===== src/rtl/simd_addsub_row_if.sv =====
// Row add/sub handshake bundle: input row (a/b/op), result row, and overflow flags.
// The slave modport is the arithmetic unit; the master side is the matrix controller.
interface simd_addsub_row_if #(
  parameter int LANES = 5,
  parameter int EW    = 8
);
  logic                  in_valid;
  logic                  in_ready;
  logic [1:0]            op;
  logic [LANES*EW-1:0]   a;
  logic [LANES*EW-1:0]   b;
  logic                  out_valid;
  logic                  out_ready;
  logic [LANES*EW-1:0]   m_out;
  logic [LANES-1:0]      ovf_lane;
  logic                  ovf;
  logic                  ovf_sticky;
  logic                  clr_sticky;

  modport master (
    output in_valid, op, a, b, out_ready, clr_sticky,
    input  in_ready, out_valid, m_out, ovf_lane, ovf, ovf_sticky
  );

  modport slave (
    input  in_valid, op, a, b, out_ready, clr_sticky,
    output in_ready, out_valid, m_out, ovf_lane, ovf, ovf_sticky
  );
endinterface


===== src/rtl/simd_addsub_row.sv =====
// Two-stage packed-lane add/sub/pass/neg unit with per-lane and sticky overflow flags.
// Build option SIMD_SAT_EN: overflowed lanes saturate instead of wrapping.

module simd_addsub_lane #(
  parameter int EW = 8
) (
  input  logic [1:0]  op,
  input  logic [EW-1:0] a,
  input  logic [EW-1:0] b,
  output logic [EW:0] raw,
  input  logic [EW:0] raw_q,
  output logic [EW-1:0] res,
  output logic        ovf
);
  logic [EW:0] ax, bx;

  assign ax = {a[EW-1], a};
  assign bx = {b[EW-1], b};

  always_comb begin
    raw = ax;
    case (op)
      2'b00:   raw = ax + bx;
      2'b01:   raw = ax - bx;
      2'b10:   raw = ax;
      default: raw = {(EW+1){1'b0}} - bx;
    endcase
  end

  // One guard bit is enough: the sign bit disagreeing with the guard means overflow.
  assign ovf = raw_q[EW] ^ raw_q[EW-1];

  always_comb begin
    res = raw_q[EW-1:0];
`ifdef SIMD_SAT_EN
    if (ovf) res = raw_q[EW] ? {1'b1, {(EW-1){1'b0}}} : {1'b0, {(EW-1){1'b1}}};
`endif
  end
endmodule

module simd_addsub_row #(
  parameter int LANES = 5,
  parameter int EW    = 8
) (
  input  logic             clk,
  input  logic             rst,
  simd_addsub_row_if.slave bus
);
  typedef struct packed {
    logic [LANES-1:0][EW-1:0] res;
    logic [LANES-1:0]         ovf;
  } s2_t;

  logic [2:1]               vld_pipe_q, vld_pipe_d;
  logic [LANES-1:0][EW:0]   raw_d, raw_q;
  logic [LANES-1:0][EW-1:0] res_c;
  logic [LANES-1:0]         ovf_c;
  s2_t                      s2_d, s2_q;
  logic                     sticky_d, sticky_q;
  logic                     s1_adv, s2_adv, in_fire, out_fire, ovf_any;

  assign s2_adv   = !vld_pipe_q[2] || bus.out_ready;
  assign s1_adv   = s2_adv || !vld_pipe_q[1];
  assign in_fire  = bus.in_valid && bus.in_ready;
  assign out_fire = vld_pipe_q[2] && bus.out_ready;
  assign ovf_any  = vld_pipe_q[2] && (|s2_q.ovf);

  genvar i;
  generate
    for (i = 0; i < LANES; i++) begin : g_lane
      simd_addsub_lane #(.EW(EW)) u_lane (
        .op    (bus.op),
        .a     (bus.a[i*EW +: EW]),
        .b     (bus.b[i*EW +: EW]),
        .raw   (raw_d[i]),
        .raw_q (raw_q[i]),
        .res   (res_c[i]),
        .ovf   (ovf_c[i])
      );
    end
  endgenerate

  assign s2_d = '{res: res_c, ovf: ovf_c};

  always_comb begin
    vld_pipe_d = vld_pipe_q;
    if (s1_adv) vld_pipe_d[1] = in_fire;
    if (s2_adv) vld_pipe_d[2] = vld_pipe_q[1];
  end

  // A setting transfer overrides a coincident clear.
  assign sticky_d = (bus.clr_sticky ? 1'b0 : sticky_q) | (out_fire && ovf_any);

  always_ff @(posedge clk or posedge rst) begin
    if (rst) begin
      vld_pipe_q <= '0;
      raw_q      <= '0;
      s2_q       <= '0;
      sticky_q   <= 1'b0;
    end else begin
      vld_pipe_q <= vld_pipe_d;
      sticky_q   <= sticky_d;
      if (in_fire) raw_q <= raw_d;
      if (s2_adv && vld_pipe_q[1]) s2_q <= s2_d;
    end
  end

  assign bus.in_ready   = !vld_pipe_q[1] || s1_adv;
  assign bus.out_valid  = vld_pipe_q[2];
  assign bus.m_out      = s2_q.res;
  assign bus.ovf_lane   = s2_q.ovf;
  assign bus.ovf        = ovf_any;
  assign bus.ovf_sticky = sticky_q;
endmodule


===== src/flat_wrapper.sv =====
// flat-port wrapper written by rule: the top's interface ports become plain ports
module simd_addsub_row_flat 
#(
  parameter int LANES = 5,
  parameter int EW    = 8
)
  (clk, rst, bus_in_valid, bus_op, bus_a, bus_b, bus_out_ready, bus_clr_sticky, bus_in_ready, bus_out_valid, bus_m_out, bus_ovf_lane, bus_ovf, bus_ovf_sticky);
  simd_addsub_row_if #(.LANES(LANES), .EW(EW)) bus_i ();
  input  logic clk;
  input  logic rst;
  input wire logic [$bits(bus_i.in_valid)-1:0] bus_in_valid;
  input wire logic [$bits(bus_i.op)-1:0] bus_op;
  input wire logic [$bits(bus_i.a)-1:0] bus_a;
  input wire logic [$bits(bus_i.b)-1:0] bus_b;
  input wire logic [$bits(bus_i.out_ready)-1:0] bus_out_ready;
  input wire logic [$bits(bus_i.clr_sticky)-1:0] bus_clr_sticky;
  output wire logic [$bits(bus_i.in_ready)-1:0] bus_in_ready;
  output wire logic [$bits(bus_i.out_valid)-1:0] bus_out_valid;
  output wire logic [$bits(bus_i.m_out)-1:0] bus_m_out;
  output wire logic [$bits(bus_i.ovf_lane)-1:0] bus_ovf_lane;
  output wire logic [$bits(bus_i.ovf)-1:0] bus_ovf;
  output wire logic [$bits(bus_i.ovf_sticky)-1:0] bus_ovf_sticky;
  assign bus_i.in_valid = bus_in_valid;
  assign bus_i.op = bus_op;
  assign bus_i.a = bus_a;
  assign bus_i.b = bus_b;
  assign bus_i.out_ready = bus_out_ready;
  assign bus_i.clr_sticky = bus_clr_sticky;
  assign bus_in_ready = bus_i.in_ready;
  assign bus_out_valid = bus_i.out_valid;
  assign bus_m_out = bus_i.m_out;
  assign bus_ovf_lane = bus_i.ovf_lane;
  assign bus_ovf = bus_i.ovf;
  assign bus_ovf_sticky = bus_i.ovf_sticky;
  simd_addsub_row #(.LANES(LANES), .EW(EW)) u_core (.clk(clk), .rst(rst), .bus(bus_i));
endmodule

===== config.mk =====
export PLATFORM = sky130hd
export DESIGN_NAME = simd_addsub_row_flat
export DESIGN_NICKNAME = d
export VERILOG_FILES = /design/src/rtl/simd_addsub_row_if.sv /design/src/rtl/simd_addsub_row.sv /design/src/flat_wrapper.sv
export SDC_FILE = /design/constraint.sdc
export NUM_CORES = 1
export LEC_CHECK = 0
export CELL_PAD_IN_SITES_DETAIL_PLACEMENT = 0
export CELL_PAD_IN_SITES_GLOBAL_PLACEMENT = 1
export CORE_MARGIN = 1
export CORE_UTILIZATION = 44
export DETAILED_ROUTE_END_ITERATION = 6
export GPL_ROUTABILITY_DRIVEN = 0
export PLACE_DENSITY = 0.86
export SYNTH_ARGS = -nofsm -noshare
export SYNTH_HDL_FRONTEND = slang
export SYNTH_SLANG_ARGS = --single-unit

===== constraint.sdc =====
create_clock -name clk -period 5.6 [get_ports clk]
set_input_delay 0.56 -clock clk [delete_from_list [all_inputs] [get_ports clk]]
set_output_delay 0.56 -clock clk [all_outputs]
set_load 0.05 [all_outputs]

# ---- Word level (Yosys, flattened, before mapping)
# Index checks and enable logic that the tools add are counted.
dict set report word_totals {
  inputBits 87
  regBits 93
}
dict set report classes {
  n_reduce_logical 12
  muxes 6
  n_eq_ne 2
  add_sub_neg 15
  bitwise_logic 6
}
# op n
set ops {}
lappend ops {{9-bit case mux with 3 select lines} 5}
lappend ops {{8-bit by 8-bit adder with 9-bit output} 5}
lappend ops {{1-bit by 8-bit subtractor with 9-bit output, first input constant} 5}
lappend ops {{8-bit by 8-bit subtractor with 9-bit output} 5}
lappend ops {{1-bit logical AND} 5}
lappend ops {{5-bit OR reduction} 1}
lappend ops {{1-bit XOR} 5}
lappend ops {{1-bit logical OR} 3}
lappend ops {{2-bit by 1-bit == test with 1-bit output, second input constant} 1}
lappend ops {{2-bit == test, second input constant} 1}
lappend ops {{1-bit logical NOT} 2}
lappend ops {{2-bit logical NOT} 1}
lappend ops {{1-bit 2-to-1 mux} 1}
lappend ops {{1-bit bitwise OR} 1}

# ---- Longest topological paths before layout
dict set report depth {
  word_depth 5
  ltp_mapped 12
}

# ---- Modules after synthesis
# From an unflattened synthesis, not the netlist that was laid out.
dict set report hier_totals {
  cells_unflattened 818
  hier_area_um2 8226.6
}
# mod area_each_um2 cells_per_inst n_inst seq_area_each_um2
set by_module_without_submodules {}
lappend by_module_without_submodules {simd_addsub_row 3913.8 204 1 2327.2}
lappend by_module_without_submodules {{simd_addsub_lane at u_core.g_lane[0].u_lane ...} 855.8 123 4 0.0}
lappend by_module_without_submodules {{simd_addsub_lane at u_core.g_lane[2].u_lane} 889.6 122 1 0.0}

# ---- Worst setup path after synthesis
# Ideal clock, no wire load.
dict set report synth_timing {
  path_kind {input -> register}
  startpoint {input bus_op[0]}
  endpoint {register u_core.raw_q[42] (netlist name)}
  setup_time_ns 0.136
  t_arrival_ns 2.945
  stages 11
  required_ns 5.464
  path_slack_ns 2.518
  path_cell_list {nor2b_1 > clkbuf_1 > clkbuf_1 > nor2_1 > xnor2_1 > ha_1 > nor2b_1 > o31a_1 > o21ai_0 > a2111oi_0 > or3b_2}
}
dict set report synth_between {
  elab_chain_len 2
}
# element line_no
set synth_rtl {}
lappend synth_rtl {{start, declared} flat_wrapper.sv:12} ;# input wire logic [$bits(bus_i.op)-1:0] bus_op;
lappend synth_rtl {{2-bit == test (tied with other cells)} simd_addsub_row.sv:22} ;# case (op)
lappend synth_rtl {{9-bit case mux with 3 select lines (*)} simd_addsub_row.sv:22}
lappend synth_rtl {{end signal, assigned} simd_addsub_row.sv:103} ;# if (in_fire) raw_q <= raw_d;
lappend synth_rtl {{end, declared} simd_addsub_row.sv:55} ;# logic [LANES-1:0][EW:0] raw_d, raw_q;
# Mark *: on every way between the ends. The rest lies on a longest branch, timed or not.
# A chain may end at the register's enable or synchronous reset.

# ---- Worst setup path in the final report
dict set report layout_timing {
  startpoint {input bus_op[0]}
  endpoint {register u_core.raw_q[35] (netlist name)}
}
# Same word-level chain as after synthesis.

==> flow_summary.json <==
{
  "drive_gt1_share_pct": 10.3,
  "drc": 0,
  "grt_pass1_wl_um": 31400,
  "nets": 1063,
  "status": "complete, no violations",
  "synth-edff-count": 0,
  "crit_slowest_cell": "nor2b_2",
  "async_reset_ff_share_pct": 100,
  "vdd_ir_drop_max_mv": 0.158,
  "cp_cell_sequence": "buf_2 > nor2b_2 > buf_4 > a21oi_1 > xnor2_1 > ha_1 > a21o_1 > or3_1 > o22a_1 > nor4b_1 > nor3_1",
  "io_buffers": 135,
  "slowest_delay_ns": 0.74,
  "worst-path-max-fanout": 21,
  "yosysSeqAreaShare_pct": 32.0,
  "dp_hpwl_um": 14300,
  "core_mm2": 0.0160,
  "cts_setup_buffers": 0,
  "clock-skew-final_ns": 0.00694,
  "die_x_um": 131,
  "endpoint": "u_core.raw_q[35]$_DFFE_PP0P_",
  "critical_path_class": "in2reg",
  "power_density_mw_per_mm2": 333,
  "syn_nets": 945,
  "initial_core_util_pct": 45.5,
  "arrival_ns": 3.76,
  "dieArea_mm2": 0.0171,
  "avgSynthCellArea_um2": 9.01,
  "fin_crit_ns": 3.51,
  "worstSetupStartpointType": "input port",
  "vias_per_cell": 5.71,
  "antenna_found_initial": 0,
  "areaGrowthSynthToFinish_pct": 25.7,
  "rsz0062_at_grt": "no",
  "via_count": 6545,
  "drt.antenna.violating_nets": 0,
  "cap_violations": 0,
  "wire_per_inst_um": 16.9,
  "mostFrequentLayoutCell": "clkdlybuf4s50_1",
  "tightestPinTransition_ns": 0.858,
  "r2r_slack_ns": 3.24,
  "clk_pin_slew_ns": 0.07,
  "postSynthCellCount": 808,
  "die_y_um": 131,
  "cts-root-buf": "clkbuf_16",
  "holdBufCountCts": 0,
  "grtUsageTotal_pct": 23.9,
  "synth_warnings": 0,
  "cp-end-kind": "flip-flop",
  "numCtsBuffers": 9,
  "grt_pass1_vias": 6175,
  "ys.flop_type": "dfrtp_1",
  "cts_tree": "done",
  "final_core_util_pct": 57.2,
  "setup_viol": 0,
  "n_antenna_cell": 0,
  "placementRows": 46,
  "required_ns": 5.84,
  "power_leakage_nw": 3.80,
  "pin_count": 136,
  "grt-ovfl-total": 0,
  "relSlewSlack_pct": 42.6,
  "worstRegToRegCells": 6,
  "cts_resized": 0,
  "grt_start_max_net_pins": 60,
  "min_period_over_period_pct": 62.8,
  "cts_max_level": 3,
  "fmax_mhz": 285,
  "slew_violations": 0,
  "min_path_type": "reg2reg",
  "wirelength_um": 19400,
  "reg2reg_from": "u_core.vld_pipe_q[2]$_DFFE_PP0P_",
  "insertion_delay_ns": 0.36,
  "synth-seq-cells": 93,
  "finalSetupTns_ns": 0,
  "syn_area_mm2": 0.00728,
  "mostFrequentLayoutCells": "clkdlybuf4s50_1 (133), dfrtp_1 (93), nor2_1 (62)",
  "synth_cell_type_count": 59,
  "cts_buffer_depth": 2,
  "cp-startpoint": "bus_op[0]",
  "drtIter0Drc": 377,
  "hold_viol_final": 0,
  "post-place-ws_ns": 1.73,
  "r2r_end": "u_core.raw_q[17]$_DFFE_PP0P_",
  "drt_pass1_iterations": 7,
  "clock_sinks": 93,
  "holdWs_ns": 0.475,
  "setup_slack_ns": 2.09
}
[logic make-up after synthesis]
logic type	count (synthesis)	share of synthesized area [%]
simple gates	247	17.1
compound gates	214	19.7
flops	93	32.0
mux	74	11.2
buf+inv	68	3.51
xor+xnor	62	7.46
fa+ha+maj	50	9.11
[per-layer routing]
metal | vias up | routed length [µm] | GRT usage (%)
met2 | 144 | 9130 | 40.5
met4 | 0 | 324 | 7.84
met1 | 3184 | 9090 | 31.8
met5 | - | 0 | 0
li1 | 3194 | - | -
met3 | 23 | 881 | 2.85
[stage by stage]
| stage | std cells | cell area (µm²) | total power, mW |
|---|---|---|---|
| after CTS | 1147 | 9150 | 3.07 |
| after global routing | 1147 | 9150 | 3.22 |
| after floorplan | 808 | 7280 | 1.91 |
| after detailed placement | 1131 | 8830 | 2.39 |
| final | 1147 | 9150 | 3.05 |
| after global placement | 1131 | 8830 | 2.37 |
[flip-flops by register name (all words and copies together), names as in the netlist]
signal	cells
u_core.bus.ovf_sticky	1
u_core.bus.m_out	40
u_core.raw_q	45
u_core.vld_pipe_q	2
u_core.bus.ovf_lane	5
[layout make-up]
cell class | count | area, µm²
Fill cell | 1512 | 6850
Multi-Input combinational cell | 647 | 4710
Sequential cell | 93 | 2330
Timing Repair Buffer | 144 | 1410
Tap cell | 216 | 270
Clock buffer | 10 | 239
Inverter | 31 | 119
Clock inverter | 6 | 83.8
[report_power, final]
group          switching [mW]  total (mW)  internal, mW
Sequential              0.111       0.965         0.854
Clock                   0.277       0.680         0.403
Combinational           0.835        1.40         0.569
[worst max-delay path: cells and delay by family]
kind | cells | cell delay (ns)
simple gates | 4 | 1.38
buf+inv | 2 | 0.78
compound gates | 3 | 0.51
fa+ha+maj | 1 | 0.35
xor+xnor | 1 | 0.17
[synth_stat cells (4+ instances only)]
master / instances / area (µm²)
dfrtp_1: 93 / 2330
nand2_1: 63 / 236
nor2_1: 62 / 233
mux2_2: 58 / 653
o21ai_0: 58 / 290
xnor2_1: 47 / 412
ha_1: 45 / 563
a21oi_1: 41 / 205
inv_1: 30 / 113
clkbuf_1: 26 / 97.6
nor3_1: 23 / 115
nor2b_1: 19 / 119
a211oi_1: 16 / 120
mux2i_1: 16 / 160
nand2b_1: 15 / 93.8
nand3_1: 15 / 75.1
xor2_1: 15 / 131
o21a_1: 14 / 105
buf_1: 11 / 41.3
o211ai_1: 9 / 67.6
o31ai_1: 9 / 67.6
or3_1: 8 / 50.1
a221o_1: 7 / 70.1
a31oi_1: 7 / 43.8
and2_1: 7 / 43.8
o31a_1: 7 / 61.3
a21o_1: 6 / 45.0
a221oi_1: 6 / 52.6
nor3b_1: 6 / 45.0
fa_1: 5 / 100
or4_1: 5 / 37.5
a2111o_1: 4 / 45.0
a2111oi_0: 4 / 35.0
a22oi_1: 4 / 30.0
nand4_1: 4 / 25.0
nand4b_1: 4 / 35.0
or3b_2: 4 / 35.0
[worst min path at each step]
stage,start,endpoint,slack [ns],depth (start not counted)
3_3_place_gp,u_core.raw_q[37]$_DFFE_PP0P_,u_core.raw_q[37]$_DFFE_PP0P_,0.46,2
4_1_cts,u_core.raw_q[13]$_DFFE_PP0P_,u_core.raw_q[13]$_DFFE_PP0P_,0.48,2
2_1_floorplan,u_core.raw_q[13]$_DFFE_PP0P_,u_core.raw_q[13]$_DFFE_PP0P_,0.44,2
6_report,u_core.raw_q[13]$_DFFE_PP0P_,u_core.raw_q[13]$_DFFE_PP0P_,0.47,2
3_5_place_dp,u_core.raw_q[13]$_DFFE_PP0P_,u_core.raw_q[13]$_DFFE_PP0P_,0.47,2
5_1_grt,u_core.raw_q[13]$_DFFE_PP0P_,u_core.raw_q[13]$_DFFE_PP0P_,0.50,2
Note: power is estimated with default switching activity, not from simulation.
